File: config.mk
export PLATFORM = sky130hd
export DESIGN_NAME = falafel_multi_input_parser
export DESIGN_NICKNAME = d
export VERILOG_FILES = /design/src/rtl/falafel_multi_input_parser.sv
export SDC_FILE = /design/constraint.sdc
export NUM_CORES = 1
export LEC_CHECK = 0
export BUFFER_PORTS_ARGS = -buffer_cell sky130_fd_sc_hd__buf_2
export CAP_MARGIN = 15
export CORE_AREA = 2 2 185 187
export CTS_CLUSTER_DIAMETER = 150
export DETAILED_ROUTE_END_ITERATION = 10
export DIE_AREA = 0 0 187 189
export HOLD_SLACK_MARGIN = 0.08
export MAX_ROUTING_LAYER = met4
export PLACE_DENSITY = 0.74
export SETUP_SLACK_MARGIN = 0.2
export SKIP_CTS_REPAIR_TIMING = 1
export SYNTH_ARGS = -nofsm -noshare
export SYNTH_HDL_FRONTEND = slang
export SYNTH_SLANG_ARGS = --single-unit
File: constraint.sdc
create_clock -name clk_i -period 11.5 [get_ports clk_i]
set_clock_uncertainty 0.15 [all_clocks]
set_input_delay 0.575 -clock clk_i [delete_from_list [all_inputs] [get_ports clk_i]]
set_output_delay 0.575 -clock clk_i [all_outputs]
set_load 0.01 [all_outputs]
File: src/rtl/falafel_multi_input_parser.sv
// Multi-channel request front end: buffers one request per channel, arbitrates round-robin, dispatches by opcode.
// Latency: a request captured at edge t is dispatched to its FIFO or the config register at edge t+1 at the earliest.
// Backpressure: req_rdy_o[c] stays low while channel c holds a request that is not granted this cycle; a full FIFO only stalls channels that target it.
//
// Ports:
//   clk_i, rst_i                   clock; asynchronous active-high reset
//   req_val_i/req_rdy_o/req_data_i per-channel request handshake, channel c at req_data_i[c*DATA_W +: DATA_W]
//   alloc_fifo_*                   alloc FIFO write port (full in, write strobe, payload, source channel out)
//   free_fifo_*                    free FIFO write port (full in, write strobe, payload, source channel out)
//   free_list_ptr_o, cfg_valid_o   configured free-list head pointer and sticky "configured" flag
//   err_o, err_cnt_o               one-cycle pulse per dropped reserved-opcode request, saturating drop count
module falafel_multi_input_parser #(
    parameter int NUM_CH    = 4,
    parameter int DATA_W    = 64,
    parameter int CH_W      = (NUM_CH > 1) ? $clog2(NUM_CH) : 1,
    parameter int ERR_CNT_W = 8
) (
    input  logic                     clk_i,
    input  logic                     rst_i,

    input  logic [NUM_CH-1:0]        req_val_i,
    output logic [NUM_CH-1:0]        req_rdy_o,
    input  logic [NUM_CH*DATA_W-1:0] req_data_i,

    input  logic                     alloc_fifo_full_i,
    output logic                     alloc_fifo_write_o,
    output logic [DATA_W-1:0]        alloc_fifo_din_o,
    output logic [CH_W-1:0]          alloc_fifo_id_o,

    input  logic                     free_fifo_full_i,
    output logic                     free_fifo_write_o,
    output logic [DATA_W-1:0]        free_fifo_din_o,
    output logic [CH_W-1:0]          free_fifo_id_o,

    output logic [DATA_W-1:0]        free_list_ptr_o,
    output logic                     cfg_valid_o,
    output logic                     err_o,
    output logic [ERR_CNT_W-1:0]     err_cnt_o
);

    typedef enum logic [1:0] {
        OP_ALLOC = 2'b00,
        OP_FREE  = 2'b01,
        OP_CFG   = 2'b10,
        OP_RSVD  = 2'b11
    } op_e;

    // One extra bit so rr_ptr + offset never overflows before the wrap.
    localparam int SUM_W = CH_W + 1;

    // ------------------------------------------------------------------
    // State
    // ------------------------------------------------------------------
    logic [NUM_CH-1:0]             hold_v_q,    hold_v_d;
    logic [NUM_CH-1:0][DATA_W-1:0] hold_data_q, hold_data_d;
    logic [CH_W-1:0]               rr_ptr_q,    rr_ptr_d;
    logic [DATA_W-1:0]             free_list_ptr_q, free_list_ptr_d;
    logic                          cfg_valid_q, cfg_valid_d;
    logic                          err_q,       err_d;
    logic [ERR_CNT_W-1:0]          err_cnt_q,   err_cnt_d;

    // ------------------------------------------------------------------
    // Combinational signals
    // ------------------------------------------------------------------
    logic [NUM_CH-1:0] elig;
    logic [NUM_CH-1:0] grant;
    logic              grant_vld;
    logic [CH_W-1:0]   grant_idx;
    logic [SUM_W-1:0]  scan_sum;
    logic [CH_W-1:0]   scan_idx;
    logic [DATA_W-1:0] win_data;
    op_e               win_op;

    // A held channel is eligible when its destination can take the word.
    // Config and reserved never touch a FIFO, so they are always eligible.
    always_comb begin
        elig = '0;
        for (int c = 0; c < NUM_CH; c++) begin
            if (hold_v_q[c]) begin
                case (op_e'(hold_data_q[c][DATA_W-1 -: 2]))
                    OP_ALLOC: elig[c] = !alloc_fifo_full_i;
                    OP_FREE:  elig[c] = !free_fifo_full_i;
                    default:  elig[c] = 1'b1;
                endcase
            end
        end
    end

    // Round-robin search starting at rr_ptr_q; the first eligible channel
    // wins. Ineligible channels are simply skipped so a stalled FIFO does
    // not block channels headed elsewhere.
    always_comb begin
        grant_vld = 1'b0;
        grant_idx = '0;
        scan_sum  = '0;
        scan_idx  = '0;
        for (int i = 0; i < NUM_CH; i++) begin
            scan_sum = {1'b0, rr_ptr_q} + SUM_W'(i);
            if (scan_sum >= SUM_W'(NUM_CH)) begin
                scan_sum = scan_sum - SUM_W'(NUM_CH);
            end
            scan_idx = scan_sum[CH_W-1:0];
            if (!grant_vld && elig[scan_idx]) begin
                grant_vld = 1'b1;
                grant_idx = scan_idx;
            end
        end
    end

    always_comb begin
        grant = '0;
        for (int c = 0; c < NUM_CH; c++) begin
            grant[c] = grant_vld && (grant_idx == CH_W'(c));
        end
    end

    assign win_data = hold_data_q[grant_idx];
    assign win_op   = op_e'(win_data[DATA_W-1 -: 2]);

    // A granted channel drains this cycle, so it may be refilled on the
    // same edge and a single channel can stream one request per cycle.
    assign req_rdy_o = ~hold_v_q | grant;

    // ------------------------------------------------------------------
    // Next-state logic
    // ------------------------------------------------------------------
    always_comb begin
        hold_v_d    = hold_v_q;
        hold_data_d = hold_data_q;
        for (int c = 0; c < NUM_CH; c++) begin
            if (req_val_i[c] && req_rdy_o[c]) begin
                hold_v_d[c]    = 1'b1;
                hold_data_d[c] = req_data_i[c*DATA_W +: DATA_W];
            end else if (grant[c]) begin
                hold_v_d[c]    = 1'b0;
            end
        end
    end

    always_comb begin
        rr_ptr_d = rr_ptr_q;
        if (grant_vld) begin
            rr_ptr_d = (grant_idx == CH_W'(NUM_CH - 1)) ? '0 : grant_idx + CH_W'(1);
        end
    end

    always_comb begin
        free_list_ptr_d = free_list_ptr_q;
        cfg_valid_d     = cfg_valid_q;
        err_d           = 1'b0;
        err_cnt_d       = err_cnt_q;
        if (grant_vld && win_op == OP_CFG) begin
            // The opcode bits are not part of the pointer.
            free_list_ptr_d = {2'b00, win_data[DATA_W-3:0]};
            cfg_valid_d     = 1'b1;
        end
        if (grant_vld && win_op == OP_RSVD) begin
            err_d = 1'b1;
            if (err_cnt_q != '1) begin
                err_cnt_d = err_cnt_q + ERR_CNT_W'(1);
            end
        end
    end

    // ------------------------------------------------------------------
    // Registers
    // ------------------------------------------------------------------
    always_ff @(posedge clk_i or posedge rst_i) begin
        if (rst_i) begin
            hold_v_q        <= '0;
            hold_data_q     <= '0;
            rr_ptr_q        <= '0;
            free_list_ptr_q <= '0;
            cfg_valid_q     <= 1'b0;
            err_q           <= 1'b0;
            err_cnt_q       <= '0;
        end else begin
            hold_v_q        <= hold_v_d;
            hold_data_q     <= hold_data_d;
            rr_ptr_q        <= rr_ptr_d;
            free_list_ptr_q <= free_list_ptr_d;
            cfg_valid_q     <= cfg_valid_d;
            err_q           <= err_d;
            err_cnt_q       <= err_cnt_d;
        end
    end

    // ------------------------------------------------------------------
    // Outputs: dispatch is combinational from the granted holding register.
    // Payload and ID are driven with the winner even when the strobe is low.
    // ------------------------------------------------------------------
    assign alloc_fifo_write_o = grant_vld && (win_op == OP_ALLOC);
    assign alloc_fifo_din_o   = win_data;
    assign alloc_fifo_id_o    = grant_idx;

    assign free_fifo_write_o  = grant_vld && (win_op == OP_FREE);
    assign free_fifo_din_o    = win_data;
    assign free_fifo_id_o     = grant_idx;

    assign free_list_ptr_o    = free_list_ptr_q;
    assign cfg_valid_o        = cfg_valid_q;
    assign err_o              = err_q;
    assign err_cnt_o          = err_cnt_q;

endmodule

==> results.txt, run 1 <==
DRT met1 WL = 16,700 um
Initial Util = 45.6%
Hold Path Class = in2async
worst-path fanout max = 82
CTS tree = built
CP delay by family, top = buffers and inverters
most frequent cell after synthesis = dfrtp_1
crit-path max cell delay = 0.79 ns
Ports = 476
Post-synth ARST share = 100%
min Tclk post-route = 5.40 ns
Register Area = 0.00836 sq mm
clock root buffer = clkbuf_16
Seq cells post-synth = 334
DR top layer = met4
Num CTS Buffers = 36
port bufs = 473
GR Util All Layers = 23.0%
Fin. Hold Viols = 0
share of layout cells above drive strength 1 = 52.7%
EDFF count, synth = 0
RSZ-0062 raised after global routing = no
DRC = 0
gr ovfl total = 0
GPL Wtd Cong = 0.840
Synth top cells by count = dfrtp_1 (334), mux2_2 (262), buf_4 (76)
Slew @ Worst Pin = 1.11 ns
Mapped Area = 0.0152 sq mm
clk slew on worst S/H paths = 0.06 ns
outcome = complete, no violations
filler cell count = 2,797
met2 wire length = 19,700 um
total iterations of the first detailed-routing run = 5
initial DRC count = 473
arrival time worst endpoint = 4.68 ns
vias in the first global route = 11,000
Fmax = 0.185 GHz
Final setup violation count = 0
Final #Nets = 1,781
wire per inst = 20.0 um
setup TNS = 0 ns
synth warn = 0
via count = 10,400
most used cell, CP = buf_4
DIE AREA = 0.0353 sq mm
Max Buffers Root-to-Sink = 3
CP Capture Type = primary output
post-synth top area share = 55.0%
critical-path cell list = mux2i_1 > o211ai_1 > nand2_1 > a311oi_4 > buf_8 > buf_4 > inv_6 > buf_4 > a211oi_1 > a21oi_1 > buf_2
critical path's slowest cell = a311oi_4
remaining antenna violation count = 0
num rows = 67
DP HPWL = 27,000 um
H-Tree Depth = 2
area grow syn2layout = 22.8%
part of the cycle the worst path needs = 47.0%
drt total wl = 40,100 um
met3 wire len = 2570 um
CP required = 10.78 ns
Slew Limit Fails = 0
clock sink count = 334
Die Height = 189 um
MaxCap Viol Count = 0
Avg Inst Size Synth = 13.5 sq um
Rel. slew slack = 26.0%
crit start category = register
initial antenna violation count = 15
Core Area = 0.0333 sq mm
Crit Path Category = reg2out
Multi-input gate area = 0.00602 sq mm
Seq/Total Area, Yosys = 55.0%
Yosys cell types = 38
Synth Flop Type = dfrtp_1
global-route wire length before repair = 61,900 um
Die W = 187 um
Buffers & Inverters on Critical Path = 5
pin count of the biggest net entering global routing = 162
gate count of the mapped netlist = 1,127
clock insertion delay at the later pin of the skew report = 0.51 ns
DR vias/cell = 5.20
most area-consuming cells after synthesis = dfrtp_1 (55%), mux2_2 (19%), mux2i_1 (4.5%), mux2_1 (4.3%), buf_4 (3.8%)
Synth area leader = dfrtp_1
## path summary, 6_finish.rpt
kind | endpoint | slack [ns] | cells after the start | start
hold reg to reg | cfg_valid_o | 0.31 | 1 | cfg_valid_o
setup reg to reg | free_list_ptr_o[36] | 6.15 | 11 | hold_data_q[62]
hold / removal | hold_data_q[75] | 0.05 | 2 | rst_i
min in group clk_i | hold_data_q[174] | 0.14 | 2 | req_data_i[174]
max in group asynchronous | hold_v_q[1] | 8.98 | 4 | rst_i
setup / recovery | alloc_fifo_din_o[18] | 6.10 | 11 | hold_data_q[62]
## state kept, by name, indices dropped and copies added, names as in the netlist
register         flops
cfg_valid_o          1
err_cnt_o            8
err_o                1
free_list_ptr_o     62
hold_data_q        256
hold_v_q             4
rr_ptr_q             2
## placed cells by master (no fill, tap or decap), types with 5 or more instances in the layout
master     netlist  routed
a211oi_1        63      63
clkbuf_16        0      37
mux2i_1         69      69
a21oi_1         64      64
buf_4           76       5
nand2_1         17      13
dfrtp_1        334     334
nor3_1           7       7
clkbuf_8         0      10
clkbuf_1        45       8
mux2_2         262     262
and2_1          63      63
buf_2            7     473
clkinv_2         0       5
diode_2          0      16
ha_1             5       5
nand2b_1         6       6
mux2_1          58      58
xor2_1           6       6
## cell type report
cell class / instances / share of cell area [%]
Timing Repair Buffer: 480 / 13.1
Clock buffer: 55 / 5.86
Multi-Input combinational cell: 654 / 32.3
Sequential cell: 334 / 44.8
Clock inverter: 9 / 0.537
Inverter: 6 / 0.188
Antenna cell: 16 / 0.215
Tap cell: 448 / 3.01
## stage by stage
stage / cell area (sq um) / hold WS, ns / instances / utilization (%) / setup slack [ns]
3_5_place_dp: 17400 / 0.301 / 1921 / 52.3 / 5.67
2_1_floorplan: 15200 / 0.321 / 1128 / - / 1.52
3_3_place_gp: 17400 / 0.297 / 1921 / 52.3 / 5.95
6_report: 18600 / 0.0531 / 2002 / 56.0 / 6.10
5_1_grt: 18600 / 0.113 / 2000 / 56.0 / 5.75
4_1_cts: 18600 / 0.0978 / 1985 / 55.9 / 5.70
## layer usage
metal  GRT usage, %  up-vias
met1           28.1     5192
li1               -     4761
met4           7.14        0
met3           5.34       78
met5              -        -
met2           38.2      388
## cell families after synthesis
group           Yosys count  synth area share, %
flops                   334                 55.0
mux                     390                 28.4
compound gates          141                 5.92
simple gates            110                 4.22
other cells               1               0.0247
fa+ha+maj                 5                0.412
buf+inv                 140                 5.69
xor+xnor                  6                0.346
Power of run 1 is not shown: default switching activity piles up to over one toggle a cycle in this logic, so the estimate is an artifact.
==> inputs of run 2 (changes only) <==
Settings changed: CORE_AREA 2 2 185 187 to not set, CORE_ASPECT_RATIO set to 0.9, CORE_UTILIZATION set to 47, DIE_AREA 0 0 187 189 to not set, PLACE_DENSITY 0.74 to 0.78.
Clock period 11.5 ns to 4.8 ns, I/O delays scaled along.
==> run 2 against run 1 <==
Against the previous run: routed wire length up 15%; critical path depth down 2; hold slack better by 0.23 ns; sequential share of layout area down 5.5 points; clock-buffer cell count down 1; first-iteration DRC count down 0.21%; via count up 14%; die area down 6.5%; final cell count up 11%; cell area up 14%; worst setup slack worse by 5.5 ns; global-route usage up 1.6 points.
==> results.txt, run 2 (synthesis gave the netlist of run 1 again) <==
outcome = complete, no violations (unchanged)
port bufs = 473 (unchanged)
H-Tree Depth = 2 (unchanged)
crit start category = register (unchanged)
part of the cycle the worst path needs = 87.5%
critical-path cell list = mux2i_1 > o211ai_1 > nand2_1 > a311oi_4 > inv_6 > buf_4 > a211oi_1 > a21oi_1 > buf_2 (was mux2i_1 > o211ai_1 > nand2_1 > a311oi_4 > buf_8 > buf_4 > inv_6 > buf_4 > a211oi_1 > a21oi_1 > buf_2)
initial DRC count = 472 (was 473)
setup TNS = 0 ns (unchanged)
max reg flops = 256 (unchanged)
min setup slack post-route = 0.601 ns (was 6.10 ns)
Final #Nets = 2,053 (was 1,781)
Rel. slew slack = 28.9% (was 26.0%)
Die Height = 173 um (was 189 um)
commonest non-fill, non-tap cells in the layout = buf_2 (473), dfrtp_1 (334), mux2_2 (262) (unchanged)
DP Worst Slack = 0.831 ns (was 5.67 ns)
arrival time worst endpoint = 3.81 ns (was 4.68 ns)
DP HPWL = 27,700 um (was 27,000 um)
Slew @ Worst Pin = 1.07 ns (was 1.11 ns)
clock insertion delay at the later pin of the skew report = 0.50 ns (was 0.51 ns)
MaxCap Viol Count = 0 (unchanged)
GR Util All Layers = 24.6% (was 23.0%)
final instance area = 0.0212 sq mm (was 0.0186 sq mm)
num rows = 62 (was 67)
CTS tree = built (unchanged)
Fin Hold WS = 0.286 ns (was 0.0531 ns)
crit-path max cell delay = 0.74 ns (was 0.79 ns)
area grow syn2layout = 39.8% (was 22.8%)
Num CTS Buffers = 36 (unchanged)
DRC = 0 (unchanged)
Core Area = 0.0319 sq mm (was 0.0333 sq mm)
GPL Wtd Cong = 0.871 (was 0.840)
critical path's slowest cell = buf_4 (was a311oi_4)
global-route wire length before repair = 61,200 um (was 61,900 um)
remaining antenna violation count = 0 (unchanged)
pin count of the biggest net entering global routing = 133 (was 162)
vias in the first global route = 11,100 (was 11,000)
Fmax = 0.238 GHz
Slew Limit Fails = 0 (unchanged)
initial antenna violation count = 6 (was 15)
Final setup violation count = 0 (unchanged)
worst-path fanout max = 61 (was 82)
share of layout cells above drive strength 1 = 45.2% (was 52.7%)
clock sink count = 334 (unchanged)
CP required = 4.41 ns (was 10.78 ns)
drt total wl = 46,300 um (was 40,100 um)
RSZ-0062 raised after global routing = no (unchanged)
total iterations of the first detailed-routing run = 5 (unchanged)
via count = 11,900 (was 10,400)
Die W = 192 um (was 187 um)
Crit Path Category = reg2out (unchanged)
DIE AREA = 0.0330 sq mm (was 0.0353 sq mm)
Max Buffers Root-to-Sink = 3 (unchanged)
Hold Path Class = in2async (unchanged)
clock root buffer = clkbuf_16 (unchanged)
Ports = 476 (unchanged)
min Tclk post-route = 4.20 ns
Post-DP Area = 0.0175 sq mm (was 0.0174 sq mm)
Initial Util = 47.6% (was 45.6%)
Largest Register = hold_data_q (unchanged)
wire per inst = 20.8 um (was 20.0 um)
most common cell after layout, fill and taps aside = buf_2 (unchanged)
clk slew on worst S/H paths = 0.06 ns (about the same)
CP Capture Type = primary output (unchanged)
gr ovfl total = 0 (unchanged)
DR vias/cell = 5.35 (was 5.20)
Fin. Hold Viols = 0 (unchanged)
run 2: area by class of cell:
cell class	count	area, sq um
antenna	6	15.0
clock buffer	54	1070
clock inverter	8	68.8
fill	2173	10600
inverter	6	31.3
multi-input combinational	654	6020
sequential	334	8360
tap	416	520
timing repair buffer	752	5150
run 2: metrics by stage:
| step | util (%) | std cells |
|---|---|---|
| detailed placement | 54.8 | 1901 |
| floorplan | - | 1128 |
| global route | 66.6 | 2230 |
| CTS | 58.4 | 1963 |
| finish | 66.6 | 2230 |
| global placement | 54.8 | 1901 |
run 2: final timing paths:
check / start / slack (ns) / cells past startpoint / endpoint
min: rst_i / 0.29 / 3 / free_list_ptr_o[6]
max in group asynchronous: rst_i / 3.05 / 4 / hold_data_q[236]
min reg2reg: cfg_valid_o / 0.33 / 1 / cfg_valid_o
max: hold_data_q[62] / 0.60 / 9 / alloc_fifo_din_o[42]
min in group clk_i: cfg_valid_o / 0.33 / 1 / cfg_valid_o
max reg2reg: hold_data_q[126] / 0.71 / 11 / free_list_ptr_o[52]
run 2: per-layer routing:
layer	share of wire (%)	routed length, um	up-vias	global-route usage [%]
met5	0	0	-	-
li1	-	-	5282	-
met2	51	23800	473	41.1
met4	4.0	1830	0	8.50
met1	39	18200	6038	29.7
met3	5.5	2530	133	4.65
run 2: worst max-delay path, delay by kind of cell (launching register included):
kind / cells / cell delay [ns]
flops: 1 / 0.39
compound gates: 4 / 0.99
buf+inv: 3 / 1.29
mux: 1 / 0.34
simple gates: 1 / 0.16
Power of run 2 is left out for the same reason.
